--- src/rtl/rx_deserializer_unstripe.sv ---
// ------------------------------------------------------------------------
// rx_deserializer_unstripe : comma-aligned serial Rx with round-robin unstripe
// Rev 1.0
// ------------------------------------------------------------------------
`default_nettype none

module rx_deserializer_unstripe #(
  parameter int              WIDTH       = 8,
  parameter int              LANES       = 4,
  parameter logic [WIDTH-1:0] COMMA      = 8'hBC,
  parameter logic [WIDTH-1:0] IDLE       = 8'h7C,
  parameter int              COMMA_COUNT = 4,
  parameter int              LOSS_COUNT  = 16
) (
  input  logic                   clk_32f,
  input  logic                   rst,
  input  logic                   serial_in,
  output logic [LANES*WIDTH-1:0] data_out,
  output logic [LANES-1:0]       valid_out,
  output logic                   locked,
  output logic                   sym_err
);

  localparam int BCW = $clog2(WIDTH);
  localparam int CCW = $clog2(COMMA_COUNT + 1);
  localparam int LCW = (LOSS_COUNT > 0) ? $clog2(LOSS_COUNT + 1) : 1;
  localparam int LPW = (LANES > 1) ? $clog2(LANES) : 1;

  typedef enum logic [1:0] {
    SEARCH = 2'd0,
    ALIGN  = 2'd1,
    LOCKED = 2'd2
  } state_t;

  state_t           state, state_n;
  logic [WIDTH-1:0] sr;
  logic [BCW-1:0]   bit_cnt, bit_cnt_n;
  logic [CCW-1:0]   comma_cnt, comma_cnt_n;
  logic [LPW-1:0]   lane_ptr, lane_ptr_n;
  logic [LCW-1:0]   loss_cnt, loss_cnt_n;
  logic [LANES-1:0] valid_n;
  logic             err_n;

  logic [WIDTH-1:0] nxt;
  logic             tick;
  logic             is_comma;
  logic             is_idle;
  logic [CCW-1:0]   comma_inc;
  logic [LCW-1:0]   loss_inc;
  logic [LPW-1:0]   lane_ptr_inc;

  assign nxt          = {sr[WIDTH-2:0], serial_in};
  assign tick         = (bit_cnt == BCW'(WIDTH - 1));
  assign is_comma     = (nxt == COMMA);
  assign is_idle      = (nxt == IDLE);
  assign comma_inc    = comma_cnt + CCW'(1);
  assign loss_inc     = loss_cnt + LCW'(1);
  assign lane_ptr_inc = (lane_ptr == LPW'(LANES - 1)) ? '0 : lane_ptr + LPW'(1);

  always_comb begin
    state_n     = state;
    bit_cnt_n   = tick ? '0 : bit_cnt + BCW'(1);
    comma_cnt_n = comma_cnt;
    lane_ptr_n  = lane_ptr;
    loss_cnt_n  = loss_cnt;
    valid_n     = '0;
    err_n       = 1'b0;

    case (state)
      SEARCH: begin
        // Bit-granular hunt: the comma's last bit fixes the symbol boundary.
        bit_cnt_n = '0;
        if (is_comma) begin
          comma_cnt_n = CCW'(1);
          lane_ptr_n  = '0;
          loss_cnt_n  = '0;
          state_n     = (COMMA_COUNT == 1) ? LOCKED : ALIGN;
        end
      end

      ALIGN: begin
        if (tick) begin
          if (is_comma) begin
            comma_cnt_n = comma_inc;
            if (comma_inc == CCW'(COMMA_COUNT)) begin
              state_n    = LOCKED;
              lane_ptr_n = '0;
              loss_cnt_n = '0;
            end
          end else begin
            err_n       = 1'b1;
            comma_cnt_n = '0;
            state_n     = SEARCH;
          end
        end
      end

      LOCKED: begin
        if (tick) begin
          if (is_comma) begin
            lane_ptr_n = '0;
            loss_cnt_n = '0;
          end else begin
            loss_cnt_n = loss_inc;
            if (!is_idle) begin
              valid_n[lane_ptr] = 1'b1;
              lane_ptr_n        = lane_ptr_inc;
            end
            // The symbol that exhausts the budget is still forwarded above.
            if ((LOSS_COUNT != 0) && (loss_inc == LCW'(LOSS_COUNT))) begin
              state_n     = SEARCH;
              err_n       = 1'b1;
              comma_cnt_n = '0;
            end
          end
        end
      end

      default: begin
        state_n = SEARCH;
      end
    endcase
  end

  always_ff @(posedge clk_32f) begin
    if (rst) begin
      state     <= SEARCH;
      sr        <= '0;
      bit_cnt   <= '0;
      comma_cnt <= '0;
      lane_ptr  <= '0;
      loss_cnt  <= '0;
      valid_out <= '0;
      locked    <= 1'b0;
      sym_err   <= 1'b0;
    end else begin
      state     <= state_n;
      sr        <= nxt;
      bit_cnt   <= bit_cnt_n;
      comma_cnt <= comma_cnt_n;
      lane_ptr  <= lane_ptr_n;
      loss_cnt  <= loss_cnt_n;
      valid_out <= valid_n;
      locked    <= (state_n == LOCKED);
      sym_err   <= err_n;
    end
  end

  // Lanes hold their last value until the round-robin pointer writes them again.
  logic [WIDTH-1:0] lane_q [LANES];

  generate
    for (genvar k = 0; k < LANES; k++) begin : g_lane
      always_ff @(posedge clk_32f) begin
        if (rst) begin
          lane_q[k] <= '0;
        end else if (valid_n[k]) begin
          lane_q[k] <= nxt;
        end
      end
      assign data_out[k*WIDTH +: WIDTH] = lane_q[k];
    end
  endgenerate

endmodule

`default_nettype wire
--- config.mk ---
export PLATFORM = sky130hd
export DESIGN_NAME = rx_deserializer_unstripe
export DESIGN_NICKNAME = d
export VERILOG_FILES = /design/src/rtl/rx_deserializer_unstripe.sv
export SDC_FILE = /design/constraint.sdc
export NUM_CORES = 1
export LEC_CHECK = 0
export ABC_AREA = 1
export CORE_MARGIN = 5
export CORE_UTILIZATION = 25
export CTS_BUF_LIST = sky130_fd_sc_hd__clkbuf_4 sky130_fd_sc_hd__clkbuf_8 sky130_fd_sc_hd__clkbuf_16
export DETAILED_ROUTE_END_ITERATION = 6
export PLACE_DENSITY = 0.52
export SYNTH_ARGS = -nofsm -noshare
export SYNTH_HDL_FRONTEND = slang
export SYNTH_SLANG_ARGS = --single-unit
--- constraint.sdc ---
create_clock -name clk_32f -period 2.05 [get_ports clk_32f]
set_input_delay 0.41 -clock clk_32f [delete_from_list [all_inputs] [get_ports clk_32f]]
set_output_delay 0.41 -clock clk_32f [all_outputs]
set_load 0.02 [all_outputs]
==> impl_metrics.yaml <==
timing:
  fin_crit_ns: 1.84
  relSlewSlack_pct: 73.9
  fin_crit_sh_pct: 89.7
  worst_pin_slew_ns: 0.392
  drv_slew: 0
  rsz0062_at_grt: "no"
  setup_viol: 0
  max_freq_ghz: 0.544
  hold_violations: 0
  finClkSkew_ns: 0.0113
clock_tree:
  cts-root-buf: "clkbuf_8"
  cts_resized: 0
  clock_path_buffers: 2
  cts-hold-fix-buffers: 0
  cts_buffers: 9
  clock-sinks: 60
  clk_latency_ns: 0.33
  postCtsSetupBuffers: 0
  clkTransAtPathRegs_ns: 0.07
  htreeDepth: 3
  cts_tree: "built"
setup_path:
  crit_chain: "clkdlybuf4s50_1, nor2_1, nand2_1, nor4_2, buf_4, nor2_1, nand2_1, nand2_1"
  cp_max_fo: 8
  path_delay_family: "simple AND/OR/NAND/NOR gates"
  path_class: "input port to flip-flop"
  start_kind: "input port"
  cpPeakStageDelay_ns: 0.50
  worst-path-buf-inv: 2
  required_ns: 2.04
  end_kind: "flip-flop"
  critPathArrivalTime_ns: 1.83
  crit_slowest_cell: "clkdlybuf4s50_1"
  r2r_start: "bit_cnt[0]"
  cp-startpoint: "serial_in"
  crit_top_cell: "nand2_1"
routing:
  wl_per_cell_um: 11.5
  ant_nets: 0
  dr_total_vias: 2008
  drc: 0
  firstDrtPassIters: 4
  drtIter0Drc: 42
  viasPerCell: 4.01
  finalWirelength_um: 5750
yosys:
  synth_top_cell_by_area: "edfxtp_1"
  syn_inst: 293
  ys_ff_latch: 60
  synth_warnings: 0
  netlist_area_mm2: 0.00277
  synthesis.nets: 309
  synth.top_cells.by_area: "edfxtp_1 (35%), dfxtp_1 (20%), nor2_1 (9.6%), ha_1 (5.9%), nand2_1 (5.7%)"
  synth.avg_cell_area_um2: 9.46
  yosys.area.top_type_share_pct: 34.7
  synth.distinct_cells: 30
  seq_area_frac_synth_pct: 54.9
floorplanning:
  start_util_pct: 25.6
  die_area_mm2: 0.0133
  die_y_um: 115
  dieWidth_um: 115
  coreArea_mm2: 0.0108
  rows: 38
  num_io_pins: 41
global_routing:
  grt_pass1_vias: 1931
  grt_pass1_wl_um: 9250
  grt_max_degree: 13
  grt_usage_pct: 8.97
  grt_overflow_total: 0
  antenna_found_initial: 0
place:
  place.gp.congestion: 0.752
  io_buffers: 40
  post_dp_cell_area_mm2: 0.00345
  hpwlAfterDp_um: 4330
hold_path:
  worstHoldStart: "bit_cnt[0]"
  hold_path.class: "flip-flop to flip-flop"
final_layout:
  drive_above_1_share_pct: 18.8
  nets: 372
  areaGrowthSynthToFinish_pct: 31.5
  diodes: 0
  design_area_mm2: 0.00365
pwr:
  ir_drop_uv: 315
  total_power_w: 0.00253
  p_leak_nw: 1.44
  powerDensity_mw_per_mm2: 693
flow_run:
  drv_cap: 0
run_status:
  outcome: "complete, no violations"
## metal layers
layer,up-vias,GRT usage (%),share of wire (%)
met5,-,0,0
met4,0,2.11,0.59
met3,2,3.32,5.8
met2,48,15.5,49
met1,903,10.6,44
li1,1055,-,-
## cells by family after synthesis
family	after synthesis	share of synthesized area [%]
buffers and inverters	49	7.85
xor gates and xnor gates	1	0.316
and+or+nand+nor	159	28.4
adders and majority gates	13	5.87
DFF	60	54.9
AOI/OAI and AO/OA	11	2.66
## registers in the layout, summed over array words and instances, names as in the netlist
register / cells
lane_ptr: 2
state: 2
valid_out: 4
locked: 1
lane_q: 32
sym_err: 1
sr: 7
loss_cnt: 5
bit_cnt: 3
comma_cnt: 3
## power by group
| group | switching [W] | internal, W |
|---|---|---|
| clock | 0.000487 | 0.000567 |
| combinational | 0.0000930 | 0.0000719 |
| sequential | 0.0000116 | 0.00130 |
## through the flow
step	setup TNS [ns]	hold WS [ns]	utilization [%]	setup slack [ns]	instances
global placement	-2.64	0.412	31.8	-0.114	485
floorplan	0	0.399	-	0.462	293
detailed placement	-2.72	0.430	31.8	-0.140	485
CTS	0	0.441	33.6	0.210	501
global route	0	0.455	33.6	0.0453	501
finish	0	0.428	33.6	0.210	501
## cell usage in the layout, fill, tap and decap left out
cell and n:
a21oi_2 1, edfxtp_1 32, inv_1 33, inv_4 1, a21oi_1 5, nand2_1 42, nand2_2 5, nand3_2 1
nor3_1 5, o21ai_4 1, nand3_4 4, nor2_1 71, nor2_4 3, a31o_2 1, xnor2_1 1, inv_6 2
clkinv_2 2, buf_12 1, nor4_2 1, dfxtp_1 28, nand3_1 14, o21ai_1 2, o21ai_0 1, clkbuf_8 9
buf_4 16, ha_1 13, nor2_2 1, nand2_4 6, clkdlybuf4s50_1 40, clkinv_4 4, inv_2 8, nand4_1 6
bufinv_16 1
## path summary, 6_finish.rpt
kind / end / slack [ns] / cells past startpoint
worst max register to register: lane_q[3][6] / 0.29 / 8
worst min register to register: bit_cnt[0] / 0.43 / 1
worst max-delay path: lane_q[3][6] / 0.21 / 8
worst min-delay path: bit_cnt[0] / 0.43 / 1
## Yosys cell counts
| library cell | instances |
|---|---|
| edfxtp_1 | 32 |
| nor2_1 | 71 |
| a31o_2 | 1 |
| inv_6 | 1 |
| clkbuf_8 | 1 |
| buf_2 | 3 |
| inv_4 | 1 |
| nand2_1 | 42 |
| inv_1 | 33 |
| o21ai_4 | 1 |
| nand2_4 | 6 |
| nand3_4 | 4 |
| inv_2 | 8 |
| o21ai_0 | 1 |
| nor2_4 | 3 |
| xnor2_1 | 1 |
| nor2_2 | 1 |
| nand2_2 | 5 |
| o21ai_1 | 2 |
| nand3_2 | 1 |
| ha_1 | 13 |
| a21oi_1 | 5 |
| a21oi_2 | 1 |
| nor3_1 | 5 |
| nor4_2 | 1 |
| dfxtp_1 | 28 |
| clkinv_4 | 1 |
| nand3_1 | 14 |
| nand4_1 | 6 |
| buf_6 | 1 |
## cell type report
cell class / instances / area [µm²]
Clock inverter: 7 / 75.1
Tap cell: 140 / 175
Fill cell: 1137 / 7190
Multi-Input combinational cell: 184 / 1030
Timing Repair Buffer: 57 / 541
Inverter: 44 / 178
Clock buffer: 9 / 124
Sequential cell: 60 / 1520
(Power assumes the default switching activity.)
